[config.mk]
export PLATFORM = sky130hd
export DESIGN_NAME = spi_ahb_bridge
export DESIGN_NICKNAME = d
export VERILOG_FILES = /design/src/rtl/spi_ahb_bridge.sv
export SDC_FILE = /design/constraint.sdc
export NUM_CORES = 1
export LEC_CHECK = 0
export CORE_ASPECT_RATIO = 1.25
export CORE_UTILIZATION = 40
export DETAILED_ROUTE_END_ITERATION = 12
export GPL_TIMING_DRIVEN = 0
export PLACE_DENSITY = 0.77
export SETUP_SLACK_MARGIN = 0.3
export SLEW_MARGIN = 0
export SYNTH_ARGS = -nofsm -noshare
export SYNTH_HDL_FRONTEND = slang
export SYNTH_SLANG_ARGS = --single-unit
[constraint.sdc]
create_clock -name clk_i -period 2.4 [get_ports clk_i]
set_input_delay 0.24 -clock clk_i [delete_from_list [all_inputs] [get_ports clk_i]]
set_output_delay 0.24 -clock clk_i [all_outputs]
set_load 0.02 [all_outputs]
[src/rtl/spi_ahb_bridge.sv]
// AHB-Lite register front end for the SPI master driver: TX byte FIFO, launch FSM, RX holding register, chip-select.
// Zero-wait-state bus; a start pulse follows a push by one cycle, and the FSM holds off launching while the driver is busy.

module sync_fifo #(
    parameter int WIDTH = 8,
    parameter int DEPTH = 4
) (
    input  logic             clk_i,
    input  logic             rst_i,
    input  logic             push_vld,
    input  logic [WIDTH-1:0] push_dat,
    input  logic             pop_vld,
    output logic [WIDTH-1:0] head_dat,
    output logic             full,
    output logic             empty
);
    localparam int AW = (DEPTH > 1) ? $clog2(DEPTH) : 1;
    localparam int CW = AW + 1;

    logic [WIDTH-1:0] mem [DEPTH];
    logic [AW-1:0]    wr_ptr, rd_ptr;
    logic [CW-1:0]    cnt;

    always_ff @(posedge clk_i) begin
        if (push_vld) mem[wr_ptr] <= push_dat;
    end

    // Pointers wrap naturally because DEPTH is a power of two.
    always_ff @(posedge clk_i or posedge rst_i) begin
        if (rst_i) begin
            wr_ptr <= '0;
            rd_ptr <= '0;
            cnt    <= '0;
        end else begin
            if (push_vld) wr_ptr <= wr_ptr + 1'b1;
            if (pop_vld)  rd_ptr <= rd_ptr + 1'b1;
            case ({push_vld, pop_vld})
                2'b10:   cnt <= cnt + 1'b1;
                2'b01:   cnt <= cnt - 1'b1;
                default: cnt <= cnt;
            endcase
        end
    end

    assign head_dat = mem[rd_ptr];
    assign full     = (cnt == CW'(DEPTH));
    assign empty    = (cnt == '0);
endmodule

module spi_ahb_bridge #(
    parameter int   TX_DEPTH = 4,
    parameter logic CS_RESET = 1'b1
) (
    input  logic        clk_i,
    input  logic        rst_i,
    input  logic        HSEL,
    input  logic [31:0] HADDR,
    input  logic [1:0]  HTRANS,
    input  logic        HWRITE,
    input  logic [2:0]  HSIZE,
    input  logic [31:0] HWDATA,
    input  logic        HREADY,
    output logic [31:0] HRDATA,
    output logic        HREADYOUT,
    output logic        HRESP,
    output logic        spi_start_o,
    output logic [7:0]  spi_data_o,
    input  logic        spi_busy_i,
    input  logic [7:0]  spi_data_i,
    output logic        spi_cs_o
);
    typedef enum logic [1:0] {IDLE = 2'd0, WAIT_BUSY = 2'd1, WAIT_DONE = 2'd2} state_t;

    state_t     state, state_nxt;
    logic       ahb_acc, dp_vld, dp_wr;
    logic [1:0] dp_addr;
    logic       wr_tx, wr_stat, wr_ctrl, rd_rx;
    logic       tx_pop, tx_push, tx_full, tx_empty;
    logic [7:0] tx_head;
    logic       capture, stat_busy;
    logic [7:0] rx_data;
    logic       rx_valid, rx_ovr, tx_ovf;
    logic       unused_bits;

    assign unused_bits = ^{HADDR[31:4], HADDR[1:0], HTRANS[0], HSIZE, HWDATA[31:8]};
    assign HREADYOUT   = 1'b1;
    assign HRESP       = 1'b0;

    assign ahb_acc = HSEL & HTRANS[1] & HREADY;

    always_ff @(posedge clk_i or posedge rst_i) begin
        if (rst_i) begin
            dp_vld  <= 1'b0;
            dp_wr   <= 1'b0;
            dp_addr <= 2'd0;
        end else begin
            dp_vld <= ahb_acc;
            if (ahb_acc) begin
                dp_wr   <= HWRITE;
                dp_addr <= HADDR[3:2];
            end
        end
    end

    assign wr_tx   = dp_vld & dp_wr  & (dp_addr == 2'd0);
    assign rd_rx   = dp_vld & ~dp_wr & (dp_addr == 2'd1);
    assign wr_stat = dp_vld & dp_wr  & (dp_addr == 2'd2);
    assign wr_ctrl = dp_vld & dp_wr  & (dp_addr == 2'd3);

    // A push into a full FIFO still lands if the FSM frees a slot in the same cycle.
    assign tx_push = wr_tx & (~tx_full | tx_pop);
    assign tx_pop  = spi_start_o;

    sync_fifo #(.WIDTH(8), .DEPTH(TX_DEPTH)) u_tx_fifo (
        .clk_i    (clk_i),
        .rst_i    (rst_i),
        .push_vld (tx_push),
        .push_dat (HWDATA[7:0]),
        .pop_vld  (tx_pop),
        .head_dat (tx_head),
        .full     (tx_full),
        .empty    (tx_empty)
    );

    always_ff @(posedge clk_i or posedge rst_i) begin
        if (rst_i) state <= IDLE;
        else       state <= state_nxt;
    end

    always_comb begin
        state_nxt = state;
        case (state)
            IDLE:      if (~tx_empty & ~spi_busy_i) state_nxt = WAIT_BUSY;
            WAIT_BUSY: if (spi_busy_i)              state_nxt = WAIT_DONE;
            WAIT_DONE: if (~spi_busy_i)             state_nxt = IDLE;
            default:                                state_nxt = IDLE;
        endcase
    end

    always_comb begin
        spi_start_o = 1'b0;
        spi_data_o  = 8'h00;
        capture     = 1'b0;
        case (state)
            IDLE: begin
                if (~tx_empty & ~spi_busy_i) begin
                    spi_start_o = 1'b1;
                    spi_data_o  = tx_head;
                end
            end
            WAIT_DONE: capture = ~spi_busy_i;
            default: ;
        endcase
    end

    // A capture beats a same-cycle RXDATA read-clear and is not counted as an overrun.
    always_ff @(posedge clk_i or posedge rst_i) begin
        if (rst_i) begin
            rx_data  <= 8'h00;
            rx_valid <= 1'b0;
            rx_ovr   <= 1'b0;
            tx_ovf   <= 1'b0;
            spi_cs_o <= CS_RESET;
        end else begin
            if (capture) begin
                rx_data  <= spi_data_i;
                rx_valid <= 1'b1;
            end else if (rd_rx) begin
                rx_valid <= 1'b0;
            end
            if (capture & rx_valid & ~rd_rx)  rx_ovr <= 1'b1;
            else if (wr_stat & HWDATA[4])     rx_ovr <= 1'b0;
            if (wr_tx & tx_full & ~tx_pop)    tx_ovf <= 1'b1;
            else if (wr_stat & HWDATA[5])     tx_ovf <= 1'b0;
            if (wr_ctrl)                      spi_cs_o <= HWDATA[0];
        end
    end

    assign stat_busy = (state != IDLE) | ~tx_empty;

    always_comb begin
        HRDATA = 32'h0;
        if (dp_vld & ~dp_wr) begin
            case (dp_addr)
                2'd1:    HRDATA = {24'h0, rx_data};
                2'd2:    HRDATA = {26'h0, tx_ovf, rx_ovr, rx_valid, tx_empty, tx_full, stat_busy};
                2'd3:    HRDATA = {31'h0, spi_cs_o};
                default: HRDATA = 32'h0;
            endcase
        end
    end
endmodule

==> results of run 1 <==
## path summary, 6_finish.rpt
path	startpoint	end	cells after the start
setup / recovery	state[1]$_DFFE_PP0P_	u_tx_fifo.cnt[2]$_DFFE_PP0P_	6
max in group asynchronous	rst_i	dp_addr[0]$_DFFE_PP0P_	2
hold / removal	rst_i	dp_addr[1]$_DFFE_PP0P_	2
hold reg to reg	rx_data[0]$_DFFE_PP0P_	rx_data[0]$_DFFE_PP0P_	1
setup reg to reg	state[1]$_DFFE_PP0P_	u_tx_fifo.cnt[2]$_DFFE_PP0P_	6
min in group clk_i	rx_data[0]$_DFFE_PP0P_	rx_data[0]$_DFFE_PP0P_	1
## metrics by stage
step                worst slack [ns]  instance area [sq um]  std cells  utilization (%)
floorplan                      0.425                   2790        217                -
global placement              -0.181                   3310        346             50.8
detailed placement            -0.191                   3310        346             50.8
CTS                            0.176                   3640        367             55.8
global route                   0.248                   3640        370             55.8
finish                         0.374                   3640        370             55.8
## cell type report
type / instances / area share (%)
plain buffers: 31 / 6.63
clock buffers: 12 / 4.57
clock inverters: 4 / 1.34
inverters: 8 / 0.824
multi-input cells: 121 / 27.2
flip-flops and latches: 57 / 43.6
well taps: 87 / 2.99
repair buffers: 50 / 12.8
## sequential cells by signal, indices dropped and copies added (netlist names)
signal / count
dp_addr: 2
dp_vld: 1
dp_wr: 1
rx_data: 8
rx_ovr: 1
rx_valid: 1
spi_cs_o: 1
state: 2
tx_ovf: 1
u_tx_fifo.cnt: 3
u_tx_fifo.mem: 32
u_tx_fifo.rd_ptr: 2
u_tx_fifo.wr_ptr: 2
## cells in the mapped netlist, drive strengths merged (3+ instances only)
| library cell | instances |
|---|---|
| nand3 | 3 |
| dfrtp | 24 |
| a22oi | 5 |
| mux4 | 8 |
| xnor2 | 4 |
| a21oi | 3 |
| clkbuf | 3 |
| or3 | 3 |
| nor3 | 3 |
| buf | 28 |
| inv | 8 |
| nor2 | 7 |
| ha | 4 |
| and3 | 10 |
| edfxtp | 32 |
| nand2 | 7 |
| mux2 | 12 |
| and2 | 6 |
## worst register-to-register path: cells and delay by family, from the launching register on
kind | cells | cell delay, ns
compound gates | 1 | 0.38
xor+xnor | 1 | 0.17
fa+ha+maj | 1 | 0.42
buf+inv | 1 | 0.21
flops | 1 | 0.44
simple gates | 2 | 0.34
## metal layers
layer  vias up  global-route usage (%)
met5         -                       0
met4         0                    5.56
met3         4                    3.86
met2        54                    25.2
met1       804                    17.2
li1        818                       -
## logic make-up after synthesis
| logic type | count (synthesis) | synth area share, % |
|---|---|---|
| AOI/OAI and AO/OA | 15 | 4.41 |
| and+or+nand+nor | 48 | 10.6 |
| DFF | 57 | 58.9 |
| xor gates and xnor gates | 6 | 1.95 |
| buffers and inverters | 39 | 9.15 |
| muxes | 21 | 12.1 |
| adders and majority gates | 5 | 2.60 |
| other | 2 | 0.279 |
## power groups by stage
stage	Sequential [mW]	Clock [mW]	Combinational, mW
after floorplan	1.33	0	0.747
after CTS	1.35	0.942	1.17
after global routing	1.38	0.998	1.28
after global placement	1.35	0	0.995
after detailed placement	1.36	0	1.02
final	1.36	0.930	1.17
## layout by cell type (no fill, tap or decap), types with 2 or more instances in the layout
cell and instances:
mux2_2 9, xnor2_1 4, dfrtp_1 23, dlygate4sd2_1 6, buf_4 32, mux2_1 3
ha_1 4, nor3_1 2, a22oi_1 5, o21ai_0 2, nand2_1 7, clkbuf_8 11
and3_1 9, nand3_1 3, nor2_1 6, xor2_1 2, or3_4 2, mux4_2 8
edfxtp_1 32, nand4_1 2, a21oi_1 2, and2_2 4, inv_1 8, nor3b_2 2
buf_2 7, conb_1 26, clkinv_2 2, clkdlybuf4s50_1 27, clkbuf_2 4
## timing repair
action	CTS	global route
pin swaps	0	1
endpoints found under the setup margin	18	44
resized for setup	44	17
buffers inserted	4	3
hold buffers	0	0
gates cloned	1	0
==> results_dict.tcl, run 1 <==
set metrics [dict create \
    syn-mean-instance-area_sq_um 14.0 \
    grt_pass1_wl_mm 7.44 \
    powerDensity_mw_per_mm2 949 \
    gr-total-overflow 0 \
    p_sw_mw 1.01 \
    tightest_slew_ns 0.913 \
    rows 33 \
    rrSetupSlack_ns 0.37 \
    numCtsBuffers 9 \
    cts.htree.levels 3 \
    synth-edff-count 32 \
    crit_chain "nor3_2 -> clkbuf_4 -> nand3_1 -> fa_1 -> o41ai_2 -> xor2_1" \
    peakVddDrop_mv 0.593 \
    max_stage_delay_ns 0.44 \
    syn-instance-count 193 \
    maxCapViolations 0 \
    met1_length_mm 1.87 \
    path_buf_inv 1 \
    finalSetupTns_ns 0 \
    synthTopCellsByArea "edfxtp_1 36%, dfrtp_1 22%, buf_4 7.2%" \
    cts_tree "done" \
    clk_path_buf_depth 2 \
    first_pass_iters 4 \
    multi_input_area_sq_um 992 \
    register_area_sq_mm 0.00159 \
    seq_area_frac_synth_pct 58.9 \
    finalNetCount 366 \
    gp_congestion 0.715 \
    critPathTopFamily "flip-flops" \
    grt_pass1_vias 1555 \
    power_frac_seq_pct 39.2 \
    synth_top_cell_area_share_pct 35.7 \
    setup_viol 0 \
    antenna_found_initial 0 \
    yosys_register_bits 57 \
    path_clk_slew_ns 0.07 \
    die_w_microns 75.4 \
    p_clk_share_pct 26.9 \
    status "finished, final reports clean" \
    avgViaCountPerCell 4.54 \
    wl_mm 4.70 \
    grt_usage_pct 14.7 \
    slew_headroom_pct 39.1 \
    hold_ws_ns 0.412 \
    slew_violations 0 \
    async_flop_share_pct 43.9 \
    clock_latency_ns 0.33 \
    die-area_sq_mm 0.00707 \
    top_layer_used "met4" \
    drive_above_1_share_pct 35.0 \
    rsz0062_at_grt "yes" \
    avgRoutedWirePerCell_microns 12.7 \
    die_height_microns 93.8 \
    total_leakage_power_nw 1.60 \
    coreArea_sq_mm 0.00652 \
    wl_met2_mm 2.58 \
    path_class "flop to flop" \
    cts_sinks 57 \
    ios 127 \
    met3_length_microns 192 \
    vias 1680 \
    netlist_area_sq_mm 0.00270 \
    synth_ff_type "edfxtp_1" \
    power.share.switching_pct 29.2 \
    synth_warnings 0 \
    ys_types 41 \
    start_kind "flop" \
    fmax_ghz 0.494 \
    cts_root_buf "clkbuf_8" \
    area_growth_pct 35.1 \
    synth_area_leader_cell "edfxtp_1" \
    finClkSkew_ns 0.00676 \
    crit_slowest_cell "dfrtp_1" \
    period_needed_ns 2.03 \
    port_buffers 42 \
    place_hpwl_mm 3.26 \
    power_mw 3.46 \
    initial_utilization_pct 41.3 \
    crit_path_end_kind "flop" \
    nFillCells 523 \
    drt_iter0_drc 49 \
    crit_required_ns 2.65 \
    route.detailed.drc 0 \
    hp-class "primary input to async pin" \
    grt_max_degree 26 \
    cp_max_fo 6 \
    insertedDiodeCount 0 \
    detail-route-antenna-nets 0 \
    min_period_over_period_pct 84.4 \
    arrival_ns 2.28 \
    comb_power_share_pct 33.8 \
    finalHoldViolations 0 \
    p_int_mw 2.45 \
]
(Power assumes the default switching activity.)
==> run 2, diff against run 1 <==
Clock period 2.4 ns to 2.06 ns, I/O delays scaled along.
==> run 2 against run 1 <==
Sequential cell count unchanged. Critical path type is now flop to primary output. Register-to-register slack worse by 0.22 ns. Clock-buffer cell count down 3. Cell count up 5.4%. Combinational power up 64%. Power up 34%. First-iteration DRC count up 37%. Sequential power up 18%. Cell area up 10%.
==> results_dict.tcl, run 2 (synthesized netlist as in run 1, its figures left out) <==
set metrics [dict create \
    finClkSkew_ns 0.0127 \
    wl_mm 6.11 \
    powerDensity_mw_per_mm2 1160 \
    cts_sinks 57 \
    min_period_over_period_pct 94.5 \
    nFillCells 492 \
    insertedDiodeCount 0 \
    finalNetCount 386 \
    tightest_slew_ns 0.962 \
    coreArea_sq_mm 0.00652 \
    total_leakage_power_nw 1.69 \
    place_hpwl_mm 3.54 \
    cp_max_fo 5 \
    rsz0062_at_grt "yes" \
    mostFrequentLayoutCells "46 x buf_4, 32 x edfxtp_1, 26 x conb_1" \
    hp-class "primary input to async pin" \
    grt_pass1_wl_mm 9.28 \
    finalHoldViolations 0 \
    path_clk_slew_ns 0.07 \
    cts.htree.levels 3 \
    vias 1849 \
    route.detailed.drc 0 \
    pre_cts_slack_ns -0.295 \
    top_register "u_tx_fifo.mem" \
    grt_max_degree 26 \
    slew_violations 0 \
    die_w_microns 75.4 \
    die-area_sq_mm 0.00707 \
    port_buffers 42 \
    multi_input_area_sq_mm 0.00113 \
    peakVddDrop_mv 0.617 \
    top_regs "u_tx_fifo.mem x32, rx_data x8, u_tx_fifo.cnt x3" \
    area_growth_pct 48.6 \
    wl_met2_mm 3.33 \
    crit_required_ns 1.85 \
    rows 33 \
    gp_congestion 0.768 \
    initial_utilization_pct 41.3 \
    cts_hold_buf 0 \
    status "finished, final reports clean" \
    fmax_ghz 0.514 \
    gr-total-overflow 0 \
    largest_reg_flops 32 \
    drive_above_1_share_pct 49.8 \
    grt_pass1_vias 1843 \
    first_pass_iters 6 \
    crit_path_end_kind "primary output" \
    setup_slack_ns 0.113 \
    maxCapViolations 0 \
    detail-route-antenna-nets 0 \
    cts_root_buf "clkbuf_8" \
    arrival_ns 1.74 \
    grt_usage_pct 18.8 \
    final_common_cell "buf_4" \
    utilization_pct 61.4 \
    avgViaCountPerCell 4.74 \
    drt_iter0_drc 67 \
    ios 127 \
    period_needed_ns 1.95 \
    clk_path_buf_depth 2 \
    numCtsBuffers 9 \
    top_layer_used "met4" \
    met1_length_mm 2.28 \
    clock_latency_ns 0.35 \
    met3_length_microns 220 \
    avgRoutedWirePerCell_microns 15.7 \
    antenna_found_initial 0 \
    register_area_sq_mm 0.00160 \
    path_class "flop to primary output" \
    setup_viol 0 \
    start_kind "flop" \
    cts_tree "done" \
    die_height_microns 93.8 \
    slew_headroom_pct 35.8 \
]
[run 2: path summary, 6_finish.rpt]
path                                         startpoint                              end  slack [ns]  cells after the start
setup reg to reg           u_tx_fifo.cnt[0]$_DFFE_PP0P_     u_tx_fifo.cnt[2]$_DFFE_PP0P_        0.15                      8
hold / removal                                    rst_i  u_tx_fifo.rd_ptr[0]$_DFFE_PP0P_        0.38                      2
setup / recovery           u_tx_fifo.cnt[0]$_DFFE_PP0P_                        HRDATA[0]        0.11                      5
max in group asynchronous                         rst_i           dp_addr[0]$_DFFE_PP0P_        1.02                      2
min in group clk_i                        spi_data_i[1]           rx_data[1]$_DFFE_PP0P_        0.47                      2
hold reg to reg                  rx_data[1]$_DFFE_PP0P_           rx_data[1]$_DFFE_PP0P_        0.50                      1
[run 2: routing by layer]
metal	up-vias	global-route usage [%]
li1	857	-
met1	911	21.8
met2	56	30.4
met3	25	3.76
met4	0	13.3
met5	-	0
[run 2: worst max-delay path: stages, from the launching register on]
cell and delay [ns]:
dfrtp_2 0.41, or3_4 0.43, clkbuf_16 0.18, o221ai_2 0.14, a21oi_2 0.08, buf_4 0.16
[run 2: per-stage QoR]
step	power [mW]	setup TNS, ns	instance area (sq um)	instances	hold slack [ns]
2_1_floorplan	2.43	0	2790	217	0.233
3_3_place_gp	2.74	-5.94	3320	346	0.468
3_5_place_dp	2.80	-6.73	3320	346	0.487
4_1_cts	4.36	0	3850	383	0.414
5_1_grt	4.85	0	4010	390	0.471
6_report	4.63	0	4010	390	0.381
[run 2: area by class of cell]
cell class | instances | area share, %
clock buffer | 9 | 3.09
multi-input combinational | 122 | 28.2
clock inverter | 7 | 2.12
buffer | 31 | 6.47
timing repair buffer | 69 | 16.7
tap | 87 | 2.72
inverter | 8 | 0.875
sequential | 57 | 39.9
[run 2: power by group]
group          internal (mW)  leakage, nW  total [mW]  switching [mW]
registers               1.43        0.574        1.60           0.178
clock network          0.667        0.104        1.11           0.447
logic                   1.09         1.02        1.92           0.820
total                   3.19         1.69        4.63            1.44
[run 2: repair_timing]
item,4_1_cts,5_1_grt
pin swaps,15,14
setup endpoints to repair,51,51
gates resized for setup,119,34
gates cloned,3,0
setup buffers,18,7
